File: src/rtl/fp_div_sqrt_iter_unit.sv
// Iterative radix-2 restoring IEEE-754 divide / square root with RISC-V fflags, one op in flight.
// IDLE -> PREP -> ITER (QUO_W cycles) -> ROUND -> IDLE; special operands go PREP -> ROUND.
module fp_div_sqrt_iter_unit #(
  parameter int EXP_W  = 8,
  parameter int MANT_W = 23
) (
  input  logic                  clk,
  input  logic                  rst,
  input  logic                  req,
  output logic                  ready,
  input  logic                  is_divide,
  input  logic [EXP_W+MANT_W:0] lhs,
  input  logic [EXP_W+MANT_W:0] rhs,
  input  logic [2:0]            round_mode,
  input  logic                  flush,
  output logic                  done,
  output logic [EXP_W+MANT_W:0] result,
  output logic [4:0]            fflags
);
  localparam int FP_W  = 1 + EXP_W + MANT_W;
  localparam int QUO_W = MANT_W + 3;
  localparam int REM_W = MANT_W + 4;
  localparam int VE_W  = EXP_W + 2;
  localparam int CNT_W = $clog2(QUO_W + 1);
  localparam logic [VE_W-1:0] BIAS = VE_W'((1 << (EXP_W - 1)) - 1);
  localparam logic [VE_W-1:0] EMAX = VE_W'((1 << EXP_W) - 1);
  localparam logic [FP_W-1:0] QNAN = {1'b0, {EXP_W{1'b1}}, 1'b1, {(MANT_W-1){1'b0}}};

  typedef enum logic [1:0] {IDLE, PREP, ITER, ROUND} state_t;
  state_t state, state_nx;

  logic [FP_W-1:0]    a_q, b_q, spc_res_q, spc_res;
  logic [4:0]         spc_flg_q, spc_flg;
  logic               div_q, sign, special, spc;
  logic [2:0]         rm_q;
  logic [VE_W-1:0]    vexp;
  logic [QUO_W-1:0]   quo;
  logic [REM_W-1:0]   rem;
  logic [MANT_W:0]    dsr;
  logic [2*QUO_W-1:0] rad;
  logic [CNT_W-1:0]   cnt;

  function automatic logic [VE_W-1:0] lzc(input logic [MANT_W:0] v);
    logic [VE_W-1:0] n;
    logic hit;
    n = '0;
    hit = 1'b0;
    for (int i = MANT_W; i >= 0; i--) begin
      if (!hit && !v[i]) n = n + VE_W'(1);
      else hit = 1'b1;
    end
    return n;
  endfunction

  // st carries round bit OR sticky; lsb only matters for ties-to-even.
  function automatic logic rnd_inc(input logic [2:0] rm, input logic sgn, input logic lsb,
                                   input logic g, input logic st);
    case (rm)
      3'd1:    return 1'b0;
      3'd2:    return sgn & (g | st);
      3'd3:    return ~sgn & (g | st);
      3'd4:    return g;
      default: return g & (st | lsb);
    endcase
  endfunction

  logic              s_a, s_b;
  logic [EXP_W-1:0]  e_a, e_b;
  logic [MANT_W-1:0] f_a, f_b;
  logic              a_zero, b_zero, a_inf, b_inf, a_nan, b_nan, a_snan, b_snan;
  logic [MANT_W:0]   m_a, m_b, mn_a, mn_b;
  logic [VE_W-1:0]   lz_a, lz_b, x_a, x_b, ux_a, vexp_div, vexp_sqrt;
  logic              a_lt_b;
  logic [MANT_W+1:0] dividend;
  logic [2*QUO_W-1:0] rad_init;

  assign {s_a, e_a, f_a} = a_q;
  assign {s_b, e_b, f_b} = b_q;
  assign a_zero = (e_a == '0) && (f_a == '0);
  assign b_zero = (e_b == '0) && (f_b == '0);
  assign a_inf  = (&e_a) && (f_a == '0);
  assign b_inf  = (&e_b) && (f_b == '0);
  assign a_nan  = (&e_a) && (f_a != '0);
  assign b_nan  = (&e_b) && (f_b != '0);
  assign a_snan = a_nan && !f_a[MANT_W-1];
  assign b_snan = b_nan && !f_b[MANT_W-1];

  // Subnormals become 1.f with a (possibly negative) virtual exponent.
  assign m_a  = {|e_a, f_a};
  assign m_b  = {|e_b, f_b};
  assign lz_a = lzc(m_a);
  assign lz_b = lzc(m_b);
  assign mn_a = m_a << lz_a;
  assign mn_b = m_b << lz_b;
  assign x_a  = VE_W'(e_a) + VE_W'(e_a == '0) - lz_a;
  assign x_b  = VE_W'(e_b) + VE_W'(e_b == '0) - lz_b;

  assign a_lt_b    = mn_a < mn_b;
  assign vexp_div  = x_a - x_b + BIAS - VE_W'(a_lt_b);
  assign dividend  = a_lt_b ? {mn_a, 1'b0} : {1'b0, mn_a};
  assign ux_a      = x_a - BIAS;
  assign vexp_sqrt = {ux_a[VE_W-1], ux_a[VE_W-1:1]} + BIAS;
  assign rad_init  = ux_a[0] ? {mn_a, {(2*QUO_W-MANT_W-1){1'b0}}}
                             : {1'b0, mn_a, {(2*QUO_W-MANT_W-2){1'b0}}};

  always_comb begin
    spc     = 1'b0;
    spc_res = '0;
    spc_flg = '0;
    if (div_q) begin
      if (a_nan || b_nan) begin
        spc = 1'b1; spc_res = QNAN; spc_flg[4] = a_snan | b_snan;
      end else if ((a_zero && b_zero) || (a_inf && b_inf)) begin
        spc = 1'b1; spc_res = QNAN; spc_flg[4] = 1'b1;
      end else if (a_inf) begin
        spc = 1'b1; spc_res = {s_a ^ s_b, {EXP_W{1'b1}}, {MANT_W{1'b0}}};
      end else if (b_zero) begin
        spc = 1'b1; spc_res = {s_a ^ s_b, {EXP_W{1'b1}}, {MANT_W{1'b0}}}; spc_flg[3] = 1'b1;
      end else if (a_zero || b_inf) begin
        spc = 1'b1; spc_res = {s_a ^ s_b, {(FP_W-1){1'b0}}};
      end
    end else begin
      if (a_nan) begin
        spc = 1'b1; spc_res = QNAN; spc_flg[4] = a_snan;
      end else if (a_zero) begin
        spc = 1'b1; spc_res = {s_a, {(FP_W-1){1'b0}}};
      end else if (s_a) begin
        spc = 1'b1; spc_res = QNAN; spc_flg[4] = 1'b1;
      end else if (a_inf) begin
        spc = 1'b1; spc_res = {1'b0, {EXP_W{1'b1}}, {MANT_W{1'b0}}};
      end
    end
  end

  logic               div_bit, sq_bit;
  logic [REM_W-1:0]   div_diff, div_rem_nx, sq_rem_nx;
  logic [REM_W+1:0]   sq_t, sq_trial;

  assign div_bit    = rem >= REM_W'(dsr);
  assign div_diff   = rem - REM_W'(dsr);
  assign div_rem_nx = div_bit ? (div_diff << 1) : (rem << 1);
  assign sq_t       = {rem, rad[2*QUO_W-1 -: 2]};
  assign sq_trial   = (REM_W+2)'({quo, 2'b01});
  assign sq_bit     = sq_t >= sq_trial;
  assign sq_rem_nx  = sq_bit ? REM_W'(sq_t - sq_trial) : REM_W'(sq_t);

  logic               sticky, is_sub, lost, st_all, g, rb, inc, nx, ovf, tiny, uf, to_max, carry_n;
  logic [VE_W-1:0]    sh_full, sh, exp_r;
  logic [QUO_W-1:0]   shifted;
  logic [MANT_W:0]    kept;
  logic [MANT_W+1:0]  mant_r;
  logic [FP_W-1:0]    rnd_res;
  logic [4:0]         rnd_flg;

  assign sticky  = |rem;
  assign is_sub  = vexp[VE_W-1] || (vexp == '0);
  assign sh_full = VE_W'(1) - vexp;
  assign sh      = !is_sub ? '0 : (sh_full > VE_W'(QUO_W) ? VE_W'(QUO_W) : sh_full);
  assign shifted = quo >> sh;
  assign lost    = |(quo & ~({QUO_W{1'b1}} << sh));
  assign st_all  = sticky | lost;
  assign kept    = shifted[QUO_W-1:2];
  assign g       = shifted[1];
  assign rb      = shifted[0];
  assign inc     = rnd_inc(rm_q, sign, kept[0], g, rb | st_all);
  assign mant_r  = {1'b0, kept} + (MANT_W+2)'(inc);
  assign nx      = g | rb | st_all;
  assign exp_r   = is_sub ? VE_W'(mant_r[MANT_W]) : vexp + VE_W'(mant_r[MANT_W+1]);
  assign ovf     = !is_sub && (exp_r >= EMAX);
  // Tininess is judged on the unbounded-exponent rounding of the full-precision quotient.
  assign carry_n = rnd_inc(rm_q, sign, quo[2], quo[1], quo[0] | sticky) && (&quo[QUO_W-1:2]);
  assign tiny    = vexp[VE_W-1] || ((vexp == '0) && !carry_n);
  assign uf      = tiny && nx;
  assign to_max  = (rm_q == 3'd1) || (rm_q == 3'd2 && !sign) || (rm_q == 3'd3 && sign);
  assign rnd_res = !ovf   ? {sign, exp_r[EXP_W-1:0], mant_r[MANT_W-1:0]}
                 : to_max ? {sign, {(EXP_W-1){1'b1}}, 1'b0, {MANT_W{1'b1}}}
                 :          {sign, {EXP_W{1'b1}}, {MANT_W{1'b0}}};
  assign rnd_flg = ovf ? 5'b00101 : {3'b000, uf, nx};

  assign ready = (state == IDLE);

  always_comb begin
    state_nx = state;
    case (state)
      IDLE:    if (req && !flush) state_nx = PREP;
      PREP:    state_nx = spc ? ROUND : ITER;
      ITER:    if (cnt == CNT_W'(QUO_W - 1)) state_nx = ROUND;
      ROUND:   state_nx = IDLE;
      default: state_nx = IDLE;
    endcase
    if (flush && state != IDLE) state_nx = IDLE;
  end

  always_ff @(posedge clk or posedge rst) begin
    if (rst) begin
      state <= IDLE;
      a_q <= '0; b_q <= '0; div_q <= 1'b0; rm_q <= '0;
      sign <= 1'b0; vexp <= '0; quo <= '0; rem <= '0; dsr <= '0; rad <= '0; cnt <= '0;
      special <= 1'b0; spc_res_q <= '0; spc_flg_q <= '0;
      done <= 1'b0; result <= '0; fflags <= '0;
    end else begin
      state <= state_nx;
      done  <= 1'b0;
      case (state)
        IDLE: if (req && !flush) begin
          a_q <= lhs; b_q <= rhs; div_q <= is_divide; rm_q <= round_mode;
        end
        PREP: begin
          sign      <= div_q ? (s_a ^ s_b) : s_a;
          vexp      <= div_q ? vexp_div : vexp_sqrt;
          rem       <= div_q ? REM_W'(dividend) : '0;
          dsr       <= mn_b;
          rad       <= rad_init;
          quo       <= '0;
          cnt       <= '0;
          special   <= spc;
          spc_res_q <= spc_res;
          spc_flg_q <= spc_flg;
        end
        ITER: begin
          quo <= {quo[QUO_W-2:0], div_q ? div_bit : sq_bit};
          rem <= div_q ? div_rem_nx : sq_rem_nx;
          rad <= rad << 2;
          cnt <= cnt + CNT_W'(1);
        end
        ROUND: if (!flush) begin
          done   <= 1'b1;
          result <= special ? spc_res_q : rnd_res;
          fflags <= special ? spc_flg_q : rnd_flg;
        end
        default: ;
      endcase
    end
  end
endmodule

File: config.mk
export PLATFORM = sky130hd
export DESIGN_NAME = fp_div_sqrt_iter_unit
export DESIGN_NICKNAME = d
export VERILOG_FILES = /design/src/rtl/fp_div_sqrt_iter_unit.sv
export SDC_FILE = /design/constraint.sdc
export NUM_CORES = 1
export LEC_CHECK = 0
export CAP_MARGIN = 20
export CELL_PAD_IN_SITES_DETAIL_PLACEMENT = 2
export CELL_PAD_IN_SITES_GLOBAL_PLACEMENT = 2
export CORE_MARGIN = 2
export CORE_UTILIZATION = 40
export DETAILED_ROUTE_END_ITERATION = 10
export PLACE_DENSITY = 0.93
export SYNTH_ARGS = -nofsm -noshare
export SYNTH_HDL_FRONTEND = slang
export SYNTH_SLANG_ARGS = --single-unit
export TNS_END_PERCENT = 20
File: constraint.sdc
create_clock -name clk -period 27.9 [get_ports clk]
set_clock_uncertainty 0.1 [all_clocks]
set_input_delay 2.79 -clock clk [delete_from_list [all_inputs] [get_ports clk]]
set_output_delay 2.79 -clock clk [all_outputs]
set_load 0.02 [all_outputs]
# Word level (Yosys, flattened, before mapping)
# Index checks and enable logic that the tools add are counted.
# word_totals
register_bits	288
in_bits	72
out_inout_bits	39
wordCells	461
# classes
n_addsub	61
order_cmp	5
n_eq_ne	10
shift	4
muxes	155
bitwise	21
n_reduce_logical	187
# op_table
operator	count
10-bit 2-to-1 mux	49
10-bit by 1-bit adder with 10-bit output, second input constant	45
32-bit 2-to-1 mux	9
52-bit one-hot mux with 2 select lines	1
1-bit zero test	96
31-bit 2-to-1 mux	3
27-bit 2-to-1 mux	3
1-bit 2-to-1 mux	74
1-bit logical AND	64
27-bit one-hot mux with 2 select lines	1
52-bit 2-to-1 mux	1
26-bit one-hot mux with 2 select lines	1
25-bit 2-to-1 mux	2
24-bit by 10-bit << shifter with 24-bit output	2
23-bit zero test	2
23-bit nonzero test	2
29-bit by 28-bit greater-or-equal comparator with 1-bit output	1
27-bit by 24-bit greater-or-equal comparator with 1-bit output	1
27-bit OR reduction	1
27-bit subtractor	1
26-bit AND	1
26-bit inverter	1
26-bit OR reduction	1
26-bit by 10-bit << shifter with 26-bit output, first input constant	1
other kinds (45)	80

# Depth between registers and ports, before layout
# Gate-level depths: netlist (run 1).
# logic_depth
word_depth	75
depth_mapped	102
mapped_depth_nobuf	98

# Least setup slack after synthesis (run 1)
# No wires, ideal clock.
# synth_timing
kind	reg2reg
start	register a_q[23]
end	register vexp[9]
setup_ps	137
arrival_ps	17638
required_time_ps	27663
slack_ps	10026
stages_incl_launch_ff	102
n_path_buf	4
synth_period_minus_slack_ps	17874
path_cell_list	dfrtp_1 -> or4_1 -> nor2_1 -> inv_1 -> clkbuf_1 -> nor2_1 -> ha_1 -> a211oi_1 -> ha_1 -> nand3_1 -> nand2_1 -> ha_1 -> nor2_1 -> a31oi_1 -> ha_1 -> nand2b_1 -> a311oi_1 -> nor2_1 -> (+66 left out) -> a21o_1 -> buf_6 -> clkinv_8 -> fa_1 -> inv_1 -> fa_1 -> fa_1 -> ha_1 -> a21o_1 -> a21o_1 -> a21o_1 -> a21oi_1 -> o21bai_1 -> a21oi_1 -> xnor2_1 -> xnor2_1 -> a21oi_1 -> a21oi_1
# synth_between
elab_chain_cells	75
elab_cells_between_ends	128
cone_classes	add/sub (30); order compare (1); shift (1); mux (48); reduce/logical (48)
# synth_rtl
element	line_no	rtl
start: declaration	32	logic [FP_W-1:0] a_q, b_q, spc_res_q, spc_res;
start signal: assignment	206	a_q <= lhs; b_q <= rhs; div_q <= is_divide; rm_q <= round_mode;
parallel branches: the longest is 74 deep, another holds 10-bit by 1-bit adder with 10-bit output	n/a	
10-bit 2-to-1 mux *	210	vexp <= div_q ? vexp_div : vexp_sqrt;
end signal: assignment	210	
end: declaration	36	logic [VE_W-1:0] vexp;
# Mark *: on every way between the ends.
# A chain may end at the register's enable or synchronous reset.

# Worst setup path in the final report (run 1)
# Ends and elaborated chain as after synthesis.

==> flow_summary.yaml, run 1 <==
timing:
  maxClockFrequency_mhz: 40.5
  final-hold-violation-count: 0
  finalWorstSetupSlack_ns: 3.21
  final-setup-viol-count: 0
  least_margin_pin_slew_ns: 1.22
  total_neg_setup_slack_ns: 0
  period_minus_slack_ns: 24.69
  finalCritPeriodShare_pct: 88.5
  slew_violations: 0
  grt_setup_unrepaired: "no"
  slew_headroom_pct: 17.8
global_route:
  grt_pass1_vias: 34300
  antenna_violations_before_repair: 13
  largest_net_degree_at_the_start_of_global_routing: 115
  grt_pass1_wl_mm: 221
  groute.usage.overall_pct: 41.1
  gr-total-overflow: 0
setup_path:
  endpoint_of_the_worst_slack_reg_to_reg_timing_path: "vexp[9]"
  worst-setup-path-type: "reg -> reg"
  crit_start: "a_q[23]"
  cp_data_arrival_time_ns: 25.04
  r2r_start: "a_q[23]"
  critical_path_sink: "vexp[9]"
  critical_path_cell_count: 90
  crit_path_launch_type: "flip-flop"
  crit_buf_inv: 9
  worstPathMaxFanout: 25
  reg2reg_depth: 90
  max_stage_delay_ns: 0.87
  crit_path_frequent_cell: "ha_1"
  path_delay_family: "compound AO/OA/AOI/OAI gates"
  critPathRequiredTime_ns: 28.25
  r2r_slack_ns: 3.21
  end_kind: "flip-flop"
  critical-path-slowest-cell: "clkinv_1"
clock_tree:
  clock_path_buffers: 3
  clkSinkCount: 232
  cts_inserted_buffers: 35
  postCtsResizedCells: 0
  tritoncts_clock_tree: "done"
  post_cts_hold_buffer_count: 0
  clock_root_buffer_master: "clkbuf_16"
  cts.htree.levels: 2
  clk_latency_ns: 0.63
  path_clk_slew_ns: 0.06
  cts_setup_buffers: 0
logic_synthesis:
  netlist_area_um2: 26800
  syn_nets: 3780
  sequential_element_share_of_the_synthesized_area_pct: 21.6
  synthFlopType: "dfrtp_1"
  synthCells: 3523
  synth.yosys.warnings: 0
  ys_async_sr_fraction_pct: 100
  synth.distinct_cells: 105
  yosys_register_bits: 232
  number_of_enable_type_register_cells_in_the_synthesized_netlist: 0
  avgSynthCellArea_um2: 7.62
routing:
  drt_first_pass_iters: 5
  routed_wl_per_cell_um: 33.0
  vias_per_cell: 7.01
  vias: 31000
  post-route-drc-count: 0
  wirelength_mm: 146
  drt-initial-drc-count: 3424
  drtAntennaViolNets: 0
status:
  status: "finished, final reports clean"
min_path:
  hold_path.startpoint: "result[5]"
  hold_path.class: "reg -> reg"
  hold_path_cell_cnt: 2
floorplan:
  die_x_um: 263
  io_pins: 111
  floorplan.core_area_um2: 66100
  dieHeight_um: 263
  fp-row-count: 94
  start_util_pct: 40.6
  design.die.area_um2: 69200
placed_design:
  globalplace.congestion: 0.904
  io_buffers: 110
  place_inst: 4347
  place_ws_ns: 5.18
  placed_cell_area_um2: 28600
  hpwlAfterDp_mm: 93.9
layout:
  design_area_um2: 29900
  area_growth_syn_to_layout_pct: 11.3
  finalNonFillerCells: 4423
  fraction_of_final_layout_cells_with_drive_strength_greater_than_1_pct: 8.31
  final_net_count: 3782
  n_fill_cell: 7386
power:
  cellLeakagePower_nw: 12.9
  power_per_cell_area_nw_per_um2: 147
  ir_drop_mv: 0.0816
flow_run:
  maxCapViolations: 0
==> flip-flops by register name, summed over array words and instances, names as in the netlist, 3 cells and up <==
signal and flops:
a_q 32, b_q 32, result 32, rem 27, quo 26, rad 25, dsr 24, vexp 10
cnt 5, fflags 5, rm_q 3, spc_res_q 3
==> worst min-delay path: stages (launching register included) <==
cell	delay [ns]
dfrtp_1	0.35
nand2_1	0.06
nand2_1	0.05
==> logic make-up after synthesis <==
| kind of cell | Yosys count | synth area share, % |
|---|---|---|
| and+or+nand+nor | 1283 | 22.9 |
| AOI/OAI and AO/OA | 904 | 20.7 |
| buffers and inverters | 396 | 5.70 |
| muxes | 262 | 10.5 |
| xor gates and xnor gates | 253 | 9.21 |
| DFF | 232 | 21.6 |
| adders and majority gates | 193 | 9.30 |
==> cell usage in the layout (no fill, tap or decap), types with 24 or more instances in the layout <==
master / Yosys / routed
mux2i_1: 144 / 144
o21ai_0: 262 / 261
inv_1: 204 / 203
nor3_1: 82 / 82
dfrtp_1: 232 / 231
xor2_1: 78 / 78
o211ai_1: 27 / 27
nand2b_1: 45 / 45
buf_4: 1 / 36
nor4_1: 29 / 28
a211oi_1: 40 / 40
nand3_1: 146 / 145
and2_1: 30 / 30
or3_1: 24 / 24
clkdlybuf4s50_1: 0 / 110
a21o_1: 45 / 45
xnor2_1: 151 / 150
nand4_1: 55 / 55
and3_1: 38 / 38
nand2_1: 387 / 387
ha_1: 172 / 169
a31oi_1: 34 / 34
nor2b_1: 35 / 35
mux2_2: 112 / 112
clkbuf_16: 0 / 35
a21oi_1: 275 / 275
nor2_1: 336 / 336
==> power by group <==
group / internal, mW / total [mW] / switching (mW)
clock: 0.272 / 0.491 / 0.219
combinational: 1.07 / 3.12 / 2.05
sequential: 0.476 / 0.767 / 0.291
total: 1.81 / 4.38 / 2.56
==> how the worst min path moves through the flow <==
stage,end,slack (ns)
after global routing,result[1],0.41
after global placement,result[20],0.35
after CTS,result[5],0.39
after floorplan,cnt[4],0.35
final,result[5],0.39
after detailed placement,fflags[4],0.37
==> metrics by stage <==
step	utilization [%]	power [mW]	hold slack, ns
after floorplan	-	2.48	0.351
after global placement	43.3	3.14	0.351
after detailed placement	43.3	3.46	0.375
after CTS	45.1	4.21	0.395
after global routing	45.2	4.52	0.411
final	45.2	4.38	0.392
==> cell usage after synthesis, types with 10 or more instances <==
master / number / area share [%]
buf_2: 10 / 0.19
nand3_1: 146 / 2.7
mux2i_1: 144 / 5.4
o22ai_1: 15 / 0.35
nand2_1: 387 / 5.4
a211o_1: 10 / 0.33
a21o_1: 45 / 1.3
xnor2_2: 12 / 0.73
nor3_1: 82 / 1.5
a22oi_1: 17 / 0.48
nor4_1: 29 / 0.68
and2_1: 30 / 0.70
dfrtp_1: 232 / 22
nor2_1: 336 / 4.7
o21ai_0: 262 / 4.9
o31ai_1: 17 / 0.48
fa_1: 13 / 0.97
mux2_2: 112 / 4.7
o211ai_1: 27 / 0.76
ha_1: 172 / 8.0
xnor2_1: 151 / 4.9
or3_1: 24 / 0.56
a21oi_1: 275 / 5.1
and3_1: 38 / 0.89
inv_1: 204 / 2.9
o21bai_1: 13 / 0.36
nand4_1: 55 / 1.3
a211oi_1: 40 / 1.1
a22o_1: 14 / 0.46
nor3b_1: 13 / 0.36
o21a_1: 11 / 0.31
nor2b_1: 35 / 0.82
nand2b_1: 45 / 1.0
o221ai_1: 14 / 0.46
buf_1: 18 / 0.25
a31oi_1: 34 / 0.79
o21ai_1: 13 / 0.24
clkbuf_1: 154 / 2.2
xor2_1: 78 / 2.5
a21boi_0: 10 / 0.28
or2_2: 15 / 0.35
==> metal layers <==
| layer | vias up | wire length (um) | track usage (%) |
|---|---|---|---|
| li1 | 12600 | - | - |
| met1 | 15600 | 53100 | 46.0 |
| met3 | 872 | 12200 | 10.5 |
| met5 | - | 55 | 0 |
| met4 | 10 | 11500 | 27.4 |
| met2 | 1994 | 69000 | 69.0 |
==> cell type report <==
cell class	instances	area, um^2	area share (%)
flip-flops and latches	232	5810	19.4
clock inverters	18	223	0.745
multi-input cells	2895	19600	65.5
well taps	864	1080	3.62
clock buffers	46	947	3.17
repair buffers	150	1420	4.75
inverters	211	812	2.72
diodes	7	17.5	0.0586
Power figures use the tool's default switching activity.
==> run 2: changes to the inputs <==
--- a/config.mk
+++ b/config.mk
@@ -9,9 +9,9 @@
 export CELL_PAD_IN_SITES_DETAIL_PLACEMENT = 2
 export CELL_PAD_IN_SITES_GLOBAL_PLACEMENT = 2
 export CORE_MARGIN = 2
-export CORE_UTILIZATION = 40
+export CORE_UTILIZATION = 41
 export DETAILED_ROUTE_END_ITERATION = 10
-export PLACE_DENSITY = 0.93
+export PLACE_DENSITY = 0.95
 export SYNTH_ARGS = -nofsm -noshare
 export SYNTH_HDL_FRONTEND = slang
 export SYNTH_SLANG_ARGS = --single-unit
==> flow_summary.yaml, run 2 (same netlist as run 1, synthesis figures left out) <==
floorplan:
  dieHeight_um: 260
  floorplan.core_area_um2: 64600
  io_pins: 111
  die_x_um: 260
  design.die.area_um2: 67500
  fp-row-count: 93
  start_util_pct: 41.6
layout:
  area_growth_syn_to_layout_pct: 11.3
  final_net_count: 3783
  layout_common_cells: "nand2_1 (387), nor2_1 (336), a21oi_1 (275), o21ai_0 (261), dfrtp_1 (231)"
  finalNonFillerCells: 4410
  design_area_um2: 29900
  fraction_of_final_layout_cells_with_drive_strength_greater_than_1_pct: 8.31
  most_frequent_standard_cell_in_the_layout_excluding_fill_and_tap_cells: "nand2_1"
  post-route-util_pct: 46.3
  largestRegisters: "a_q (32), b_q (32), result (32)"
power:
  report.power.total_mw: 4.40
  clock_power_share_pct: 11.2
  net-switching-power_mw: 2.58
  seq_power_share_pct: 17.4
  cellLeakagePower_nw: 12.9
  ir_drop_mv: 0.106
  power_per_cell_area_nw_per_um2: 147
  pwr-share-comb_pct: 71.3
  share_of_total_power_consumed_by_net_switching_pct: 58.5
  cell_int_power_mw: 1.83
min_path:
  hold_path.class: "reg -> reg"
timing:
  slew_headroom_pct: 20.7
  total_neg_setup_slack_ns: 0
  maxClockFrequency_mhz: 39.7
  final-hold-violation-count: 0
  grt_setup_unrepaired: "no"
  period_minus_slack_ns: 25.17
  final-setup-viol-count: 0
  slew_violations: 0
  least_margin_pin_slew_ns: 1.18
  finalCritPeriodShare_pct: 90.2
clock_tree:
  clk_latency_ns: 0.62
  cts_inserted_buffers: 35
  clkSinkCount: 232
  post_cts_hold_buffer_count: 0
  tritoncts_clock_tree: "done"
  clock_path_buffers: 3
  cts.htree.levels: 2
  cts_setup_buffers: 0
  path_clk_slew_ns: 0.07
  clock_root_buffer_master: "clkbuf_16"
  postCtsResizedCells: 0
placed_design:
  io_buffers: 110
  hpwlAfterDp_mm: 95.9
  globalplace.congestion: 0.926
  place_inst: 4339
  placed_cell_area_um2: 28600
setup_path:
  crit_path_launch_type: "flip-flop"
  cp_data_arrival_time_ns: 25.51
  end_kind: "flip-flop"
  worst-setup-path-type: "reg -> reg"
  max_stage_delay_ns: 0.69
  critical-path-slowest-cell: "or4_1"
  path_delay_family: "compound AO/OA/AOI/OAI gates"
  crit_buf_inv: 9
  crit_path_frequent_cell: "ha_1"
  worstPathMaxFanout: 11
  critPathRequiredTime_ns: 28.23
routing:
  drt-initial-drc-count: 3250
  drt_first_pass_iters: 6
  vias_per_cell: 7.09
  drtAntennaViolNets: 0
  vias: 31300
  routed_wl_per_cell_um: 34.3
  post-route-drc-count: 0
  wirelength_mm: 151
global_route:
  grt_pass1_wl_mm: 227
  gr-total-overflow: 0
  largest_net_degree_at_the_start_of_global_routing: 109
  groute.usage.overall_pct: 43.9
  antenna_violations_before_repair: 12
  grt_pass1_vias: 34500
status:
  status: "finished, final reports clean"
flow_run:
  maxCapViolations: 0
[run 2: final timing paths]
path | from | end | slack (ns) | cells past startpoint
worst max-delay path | a_q[23] | vexp[9] | 2.73 | 95
min in group asynchronous | rst | b_q[17] | 2.73 | 2
max in group asynchronous | rst | rad[39] | 22.44 | 4
worst min register to register | result[7] | result[7] | 0.40 | 2
worst max register to register | a_q[23] | vexp[9] | 2.73 | 95
worst min-delay path | result[7] | result[7] | 0.40 | 2
[run 2: cell type report]
| type | instances | area, um^2 |
|---|---|---|
| diodes | 4 | 10.0 |
| clock buffers | 46 | 957 |
| clock inverters | 16 | 231 |
| fillers | 7184 | 34700 |
| inverters | 211 | 812 |
| multi-input cells | 2895 | 19600 |
| flip-flops and latches | 232 | 5810 |
| well taps | 855 | 1070 |
| repair buffers | 151 | 1430 |
[run 2: stage by stage]
step	setup slack [ns]	hold slack (ns)
after floorplan	10.03	0.351
after global placement	7.46	0.353
after detailed placement	5.43	0.364
after CTS	3.73	0.392
after global routing	2.07	0.422
final	2.73	0.402
[run 2: routing by layer]
layer,routed length [um],vias to the layer above,part of all wire [%],global-route usage [%]
met2,71100,2019,47,73.1
met1,54900,15800,36,48.1
met5,156,-,0.10,0.570
met4,12900,20,8.6,32.5
met3,12100,937,8.0,11.4
li1,-,12600,-,-
[run 2: power by group through the flow]
| stage | registers (mW) | clock network, mW | logic (mW) |
|---|---|---|---|
| after global routing | 0.771 | 0.503 | 3.26 |
| after CTS | 0.744 | 0.493 | 2.98 |
| after global placement | 0.701 | 0 | 2.44 |
| after detailed placement | 0.732 | 0 | 2.74 |
| final | 0.768 | 0.495 | 3.14 |
| after floorplan | 0.600 | 0 | 1.88 |
[run 2: worst min-delay path: stages, from the launching register on]
cell and delay (ns):
dfrtp_1 0.35, nand2_1 0.06, nand2_1 0.06
